File: src/rtl/wb_port_arbiter_if.sv
// Writeback port bundle: main-pipeline request, MDU result offer, and the
// registered register-file / HI-LO write port.
interface wb_port_arbiter_if;
    logic        pipe_valid;
    logic [4:0]  pipe_rfaddr;
    logic [31:0] pipe_rfdata;
    logic        pipe_rf_allow;

    logic        mdu_valid;
    logic [4:0]  mdu_rfaddr;
    logic [31:0] mdu_rfdata;
    logic        mdu_rf_allow;
    logic        mdu_hilo_allow;
    logic [31:0] mdu_hi;
    logic [31:0] mdu_lo;

    logic        mdu_ready;
    logic        pipe_stall;

    logic [4:0]  wb_rfaddr_out;
    logic [31:0] wb_rf_out;
    logic        wb_rf_allow;
    logic [31:0] wb_hi_out;
    logic [31:0] wb_lo_out;
    logic        wb_hilo_allow;

    modport master (
        output pipe_valid, pipe_rfaddr, pipe_rfdata, pipe_rf_allow,
        output mdu_valid, mdu_rfaddr, mdu_rfdata, mdu_rf_allow,
        output mdu_hilo_allow, mdu_hi, mdu_lo,
        input  mdu_ready, pipe_stall,
        input  wb_rfaddr_out, wb_rf_out, wb_rf_allow,
        input  wb_hi_out, wb_lo_out, wb_hilo_allow
    );

    modport slave (
        input  pipe_valid, pipe_rfaddr, pipe_rfdata, pipe_rf_allow,
        input  mdu_valid, mdu_rfaddr, mdu_rfdata, mdu_rf_allow,
        input  mdu_hilo_allow, mdu_hi, mdu_lo,
        output mdu_ready, pipe_stall,
        output wb_rfaddr_out, wb_rf_out, wb_rf_allow,
        output wb_hi_out, wb_lo_out, wb_hilo_allow
    );
endinterface

File: src/rtl/wb_port_arbiter.sv
// Shares one register-file writeback port between the main pipeline and a
// 2-deep MDU result FIFO, forcing a one-cycle drain when the MDU is starved.
module wb_port_arbiter #(
    parameter int STARVE_LIMIT = 4   // legal range 1..7 (3-bit counter)
) (
    input  logic              clk,
    input  logic              rst_n,
    wb_port_arbiter_if.slave  bus
);

    typedef struct packed {
        logic [4:0]  rfaddr;
        logic [31:0] rfdata;
        logic        rf_allow;
        logic        hilo_allow;
        logic [31:0] hi;
        logic [31:0] lo;
    } mdu_entry_t;

    typedef enum logic {NORMAL, DRAIN} state_t;

    function automatic logic rf_write_en(input logic allow, input logic [4:0] addr);
        return allow && (addr != 5'd0);
    endfunction

    state_t      state_q, state_d;
    logic [2:0]  starve_q, starve_d;
    logic [1:0]  count_q, count_d;
    logic [1:0]  count_after_pop;
    mdu_entry_t  fifo_q [2];
    mdu_entry_t  fifo_d [2];
    mdu_entry_t  push_entry;
    mdu_entry_t  head;
    logic        fifo_empty, push, pop, grant_pipe, waw_en;

    logic [4:0]  wb_rfaddr_p1;
    logic [31:0] wb_rf_p1;
    logic        wb_rf_allow_p1;
    logic [31:0] wb_hi_p1;
    logic [31:0] wb_lo_p1;
    logic        wb_hilo_allow_p1;

    assign head           = fifo_q[0];
    assign fifo_empty     = (count_q == 2'd0);
    assign bus.mdu_ready  = (count_q != 2'd2);
    assign bus.pipe_stall = (state_q == DRAIN);
    assign push           = bus.mdu_valid && bus.mdu_ready;

    // Arbitration FSM and starvation counter
    always_comb begin
        state_d    = state_q;
        starve_d   = starve_q;
        grant_pipe = 1'b0;
        pop        = 1'b0;
        case (state_q)
            NORMAL: begin
                if (bus.pipe_valid) begin
                    grant_pipe = 1'b1;
                    if (!fifo_empty) begin
                        starve_d = starve_q + 3'd1;
                        if (int'(starve_q) + 1 >= STARVE_LIMIT) state_d = DRAIN;
                    end else begin
                        starve_d = 3'd0;
                    end
                end else begin
                    pop      = !fifo_empty;
                    starve_d = 3'd0;
                end
            end
            DRAIN: begin
                pop      = !fifo_empty;
                state_d  = NORMAL;
                starve_d = 3'd0;
            end
            default: state_d = NORMAL;
        endcase
    end

    // FIFO next state; a pipeline write kills older queued writes to the same register
    always_comb begin
        waw_en = grant_pipe && rf_write_en(bus.pipe_rf_allow, bus.pipe_rfaddr);

        push_entry.rfaddr     = bus.mdu_rfaddr;
        push_entry.rfdata     = bus.mdu_rfdata;
        push_entry.rf_allow   = bus.mdu_rf_allow;
        push_entry.hilo_allow = bus.mdu_hilo_allow;
        push_entry.hi         = bus.mdu_hi;
        push_entry.lo         = bus.mdu_lo;
        if (waw_en && push_entry.rfaddr == bus.pipe_rfaddr) push_entry.rf_allow = 1'b0;

        fifo_d[0] = fifo_q[0];
        fifo_d[1] = fifo_q[1];
        for (int i = 0; i < 2; i++) begin
            if (waw_en && fifo_q[i].rfaddr == bus.pipe_rfaddr) fifo_d[i].rf_allow = 1'b0;
        end

        if (pop) fifo_d[0] = fifo_q[1];
        count_after_pop = count_q - {1'b0, pop};
        if (push) begin
            if (count_after_pop == 2'd0) fifo_d[0] = push_entry;
            else                         fifo_d[1] = push_entry;
        end
        count_d = count_after_pop + {1'b0, push};
    end

    always_ff @(posedge clk) begin
        fifo_q[0] <= fifo_d[0];
        fifo_q[1] <= fifo_d[1];
    end

    // Stage p1: registered writeback port
    always_ff @(posedge clk) begin
        if (!rst_n) begin
            state_q          <= NORMAL;
            starve_q         <= 3'd0;
            count_q          <= 2'd0;
            wb_rfaddr_p1     <= 5'd0;
            wb_rf_p1         <= 32'd0;
            wb_rf_allow_p1   <= 1'b0;
            wb_hi_p1         <= 32'd0;
            wb_lo_p1         <= 32'd0;
            wb_hilo_allow_p1 <= 1'b0;
        end else begin
            state_q  <= state_d;
            starve_q <= starve_d;
            count_q  <= count_d;
            if (grant_pipe) begin
                wb_rfaddr_p1     <= bus.pipe_rfaddr;
                wb_rf_p1         <= bus.pipe_rfdata;
                wb_rf_allow_p1   <= rf_write_en(bus.pipe_rf_allow, bus.pipe_rfaddr);
                wb_hilo_allow_p1 <= 1'b0;
            end else if (pop) begin
                wb_rfaddr_p1     <= head.rfaddr;
                wb_rf_p1         <= head.rfdata;
                wb_rf_allow_p1   <= rf_write_en(head.rf_allow, head.rfaddr);
                wb_hi_p1         <= head.hi;
                wb_lo_p1         <= head.lo;
                wb_hilo_allow_p1 <= head.hilo_allow;
            end else begin
                wb_rf_allow_p1   <= 1'b0;
                wb_hilo_allow_p1 <= 1'b0;
            end
        end
    end

    assign bus.wb_rfaddr_out = wb_rfaddr_p1;
    assign bus.wb_rf_out     = wb_rf_p1;
    assign bus.wb_rf_allow   = wb_rf_allow_p1;
    assign bus.wb_hi_out     = wb_hi_p1;
    assign bus.wb_lo_out     = wb_lo_p1;
    assign bus.wb_hilo_allow = wb_hilo_allow_p1;

endmodule

File: src/flat_wrapper.sv
// flat-port wrapper written by rule: the top's interface ports become plain ports
module wb_port_arbiter_flat 
#(
    parameter int STARVE_LIMIT = 4                                      
)
  (clk, rst_n, bus_pipe_valid, bus_pipe_rfaddr, bus_pipe_rfdata, bus_pipe_rf_allow, bus_mdu_valid, bus_mdu_rfaddr, bus_mdu_rfdata, bus_mdu_rf_allow, bus_mdu_hilo_allow, bus_mdu_hi, bus_mdu_lo, bus_mdu_ready, bus_pipe_stall, bus_wb_rfaddr_out, bus_wb_rf_out, bus_wb_rf_allow, bus_wb_hi_out, bus_wb_lo_out, bus_wb_hilo_allow);
  wb_port_arbiter_if bus_i ();
  input  logic clk;
  input  logic rst_n;
  input wire logic [$bits(bus_i.pipe_valid)-1:0] bus_pipe_valid;
  input wire logic [$bits(bus_i.pipe_rfaddr)-1:0] bus_pipe_rfaddr;
  input wire logic [$bits(bus_i.pipe_rfdata)-1:0] bus_pipe_rfdata;
  input wire logic [$bits(bus_i.pipe_rf_allow)-1:0] bus_pipe_rf_allow;
  input wire logic [$bits(bus_i.mdu_valid)-1:0] bus_mdu_valid;
  input wire logic [$bits(bus_i.mdu_rfaddr)-1:0] bus_mdu_rfaddr;
  input wire logic [$bits(bus_i.mdu_rfdata)-1:0] bus_mdu_rfdata;
  input wire logic [$bits(bus_i.mdu_rf_allow)-1:0] bus_mdu_rf_allow;
  input wire logic [$bits(bus_i.mdu_hilo_allow)-1:0] bus_mdu_hilo_allow;
  input wire logic [$bits(bus_i.mdu_hi)-1:0] bus_mdu_hi;
  input wire logic [$bits(bus_i.mdu_lo)-1:0] bus_mdu_lo;
  output wire logic [$bits(bus_i.mdu_ready)-1:0] bus_mdu_ready;
  output wire logic [$bits(bus_i.pipe_stall)-1:0] bus_pipe_stall;
  output wire logic [$bits(bus_i.wb_rfaddr_out)-1:0] bus_wb_rfaddr_out;
  output wire logic [$bits(bus_i.wb_rf_out)-1:0] bus_wb_rf_out;
  output wire logic [$bits(bus_i.wb_rf_allow)-1:0] bus_wb_rf_allow;
  output wire logic [$bits(bus_i.wb_hi_out)-1:0] bus_wb_hi_out;
  output wire logic [$bits(bus_i.wb_lo_out)-1:0] bus_wb_lo_out;
  output wire logic [$bits(bus_i.wb_hilo_allow)-1:0] bus_wb_hilo_allow;
  assign bus_i.pipe_valid = bus_pipe_valid;
  assign bus_i.pipe_rfaddr = bus_pipe_rfaddr;
  assign bus_i.pipe_rfdata = bus_pipe_rfdata;
  assign bus_i.pipe_rf_allow = bus_pipe_rf_allow;
  assign bus_i.mdu_valid = bus_mdu_valid;
  assign bus_i.mdu_rfaddr = bus_mdu_rfaddr;
  assign bus_i.mdu_rfdata = bus_mdu_rfdata;
  assign bus_i.mdu_rf_allow = bus_mdu_rf_allow;
  assign bus_i.mdu_hilo_allow = bus_mdu_hilo_allow;
  assign bus_i.mdu_hi = bus_mdu_hi;
  assign bus_i.mdu_lo = bus_mdu_lo;
  assign bus_mdu_ready = bus_i.mdu_ready;
  assign bus_pipe_stall = bus_i.pipe_stall;
  assign bus_wb_rfaddr_out = bus_i.wb_rfaddr_out;
  assign bus_wb_rf_out = bus_i.wb_rf_out;
  assign bus_wb_rf_allow = bus_i.wb_rf_allow;
  assign bus_wb_hi_out = bus_i.wb_hi_out;
  assign bus_wb_lo_out = bus_i.wb_lo_out;
  assign bus_wb_hilo_allow = bus_i.wb_hilo_allow;
  wb_port_arbiter #(.STARVE_LIMIT(STARVE_LIMIT)) u_core (.clk(clk), .rst_n(rst_n), .bus(bus_i));
endmodule
File: config.mk
export PLATFORM = sky130hd
export DESIGN_NAME = wb_port_arbiter_flat
export DESIGN_NICKNAME = d
export VERILOG_FILES = /design/src/rtl/wb_port_arbiter_if.sv /design/src/rtl/wb_port_arbiter.sv /design/src/flat_wrapper.sv
export SDC_FILE = /design/constraint.sdc
export NUM_CORES = 1
export LEC_CHECK = 0
export BUFFER_PORTS_ARGS = -buffer_cell sky130_fd_sc_hd__buf_2
export CELL_PAD_IN_SITES_DETAIL_PLACEMENT = 2
export CELL_PAD_IN_SITES_GLOBAL_PLACEMENT = 2
export CORE_ASPECT_RATIO = 0.7
export CORE_UTILIZATION = 25
export CTS_CLUSTER_SIZE = 25
export DETAILED_ROUTE_END_ITERATION = 7
export MAX_ROUTING_LAYER = met4
export PLACE_DENSITY_LB_ADDON = 0.12
export SLEW_MARGIN = 20
export SYNTH_ARGS = -nofsm -noshare
export SYNTH_HDL_FRONTEND = slang
export SYNTH_SLANG_ARGS = --single-unit
export TNS_END_PERCENT = 50
File: constraint.sdc
create_clock -name clk -period 4.4 [get_ports clk]
set_input_delay 0.44 -clock clk [delete_from_list [all_inputs] [get_ports clk]]
set_output_delay 0.44 -clock clk [all_outputs]
set_load 0.05 [all_outputs]
==> reports/results.tsv <==
metric	value	unit
unrepaired setup endpoints after global routing	no	
Final Hold Viols	0	
Critical Path Start Type	flop	
GR Overflow Total	0	
vias in the first global route	9603	
clock buffer depth	3	
Period minus WS final	3.04	ns
share of the synthesized area in the top cell type	0.356	
drt drc	0	
switch share	0.362	
Ys Warns	0	
layer with the highest usage	met2	
# hold bufs at CTS	0	
Synthesized Nets	1256	
Critical Path AT	3.27	ns
LEAKAGE	0.00606	µW
IO Count	250	
P_sw	3980	µW
setup_tns	0	ns
vias	8884	
cell count after synthesis	1108	
power share of the clock group	0.279	
initial antenna violation count	6	
Layout Cells excl Fill	1976	
Die W	264	µm
clock net sink count	315	
DIE HEIGHT	185	µm
Min-Delay Path Depth	1	
period utilization	0.691	
vias per cell	4.50	
Layout fillers	5108	
core area	46800	µm²
Req. time, crit path	4.63	ns
max-slew violations	0	
clock latency on the worst-skew pair	0.52	ns
CTS clk-pin slew, worst paths	0.06	ns
Pint	7020	µW
final setup violation count	0	
std cell rows	66	
synth-to-layout area growth	25.2	%
Routed WL per cell	18.4	µm
dpl cells	1902	
power share of the sequential group	0.417	
skew final	0.0113	ns
Global Route Usage Sum	0.151	
Initial DRC Count	324	
GR Layer Usage met2	0.239	
DRT Pass-1 Iters	4	
CP Max Fanout	31	
Fmax	0.329	GHz
Detail Route Antenna Nets	0	
met1 Usage GRT	0.199	
main area contributors after synthesis	dfxtp_1 (36%), edfxtp_1 (26%), mux2i_1 (8.6%)	
largest net degree at the start of global routing	76	
Yosys reg bits	315	
CTS tree	built	
HP Class	in -> reg	
Max-slew headroom	0.274	
CTS resizes	0	
MaxCap Viol Count	0	
Num CTS Buffers	37	
grt met3 use	0.0308	
Comb power frac	0.304	
Layout Nets	1477	
Initial Utilization	0.256	
critical path class	reg -> reg	
Final HPWL DP	23.6	mm
pwr dens	733	nW/µm²
largest area contributor in the netlist	dfxtp_1	
Die ar.	48800	µm²
Worst Tran Pin Value	1.09	ns
post-CTS setup buffer count	0	
mapped cell area	12000	µm²
H-tree levels	2	
Post-Syn Area per Cell	10.8	µm²
commonest non-fill, non-tap cells in the layout	nand2_1 (272), buf_2 (248), dfxtp_1 (213)	
status	completed	
count of cell types in the netlist	36	
most common cell after layout, fill and taps aside	nand2_1	
WL final	36.3	mm
first-pass GRT wire length	56.0	mm
overall power	11000	µW
Port Buffers	249	
GP Congestion	0.691	
CP Capture Type	flop	
root buffer cell	clkbuf_16	
worst-case reg-to-reg path depth	8	
maximum VDD drop	248	µV
post-synthesis sequential area ratio	0.612	
fraction of layout cells with a size suffix above 1	0.244	
## synthesized netlist by cell type (all sizes together)
cell type	count
a22oi	1
inv	4
nor2b	1
a21boi	65
clkbuf	44
o21ai	142
o311ai	2
xor2	4
o211ai	2
mux2i	103
nor2	5
edfxtp	102
or2	1
and2	4
o41ai	2
and3	2
ha	3
buf	38
nand2	272
dfxtp	213
nand2b	1
nand3	42
xnor2	14
a21oi	2
o211a	37
or4	2
## critical path, stage by stage (launching register included)
cell and delay [ns]:
dfxtp_1 0.31, buf_4 0.20, o21ai_4 0.22, inv_8 0.16
ha_1 0.35, inv_1 0.06, o311ai_1 0.57, clkinvlp_4 0.49
buf_4 0.37
## layout make-up
class / instances / area (µm²) / share of cell area
antenna: 6 / 15.0 / 0.00100
clock buffer: 60 / 1100 / 0.0737
clock inverter: 8 / 91.3 / 0.00609
inverter: 4 / 26.3 / 0.00175
multi-input combinational: 707 / 4260 / 0.284
sequential: 315 / 7330 / 0.488
tap: 612 / 766 / 0.0510
timing repair buffer: 264 / 1410 / 0.0941
## path summary, 6_finish.rpt
kind / slack [ns] / startpoint / end
hold / removal: 0.11 / bus_mdu_rfdata[13] / u_core.fifo_q[0][182]
hold reg to reg: 0.46 / u_core.starve_q[0] / u_core.starve_q[0]
setup reg to reg: 1.36 / u_core.count_q[0] / u_core.fifo_q[0][161]
setup / recovery: 1.36 / u_core.count_q[0] / u_core.fifo_q[0][161]
## logic make-up after synthesis
logic type                 count (synthesis)  share of synthesized area
and+or+nand+nor                          330                      0.110
DFF                                      315                      0.612
AOI/OAI and AO/OA                        253                      0.142
muxes                                    103                     0.0861
buffers and inverters                     86                     0.0342
xor gates and xnor gates                  18                     0.0132
adders and majority gates                  3                    0.00313
## per-layer routing
| layer | share of wire | wire, µm | up-vias |
|---|---|---|---|
| li1 | - | - | 4311 |
| met1 | 0.49 | 17600 | 4400 |
| met2 | 0.46 | 16800 | 127 |
| met3 | 0.037 | 1360 | 46 |
| met4 | 0.015 | 534 | 0 |
| met5 | 0 | 0 | - |
## state kept, by name, indices dropped and copies added (netlist names)
signal and cells:
u_core.fifo_q 206, u_core.bus.wb_hi_out 32, u_core.bus.wb_lo_out 32, u_core.bus.wb_rf_out 32, u_core.bus.wb_rfaddr_out 5, u_core.starve_q 3, u_core.count_q 2, u_core.bus.pipe_stall 1
u_core.bus.wb_hilo_allow 1, u_core.bus.wb_rf_allow 1
## per-stage QoR
stage	worst slack [ns]	hold slack (ns)	cell area, µm²	utilization
2_1_floorplan	0.140	0.418	12000	-
3_3_place_gp	1.35	0.431	13800	0.295
3_5_place_dp	1.29	0.449	13800	0.295
4_1_cts	1.28	0.0736	15000	0.320
5_1_grt	1.12	0.0732	15000	0.320
6_report	1.36	0.107	15000	0.320
## power groups by stage
stage,clock [µW],sequential (µW),combinational (µW)
global placement,0,4630,3350
CTS,3200,4600,3450
detailed placement,0,4650,3440
floorplan,0,5180,1850
finish,3070,4580,3340
global route,3310,4710,3720
Power figures use the tool's default switching activity.
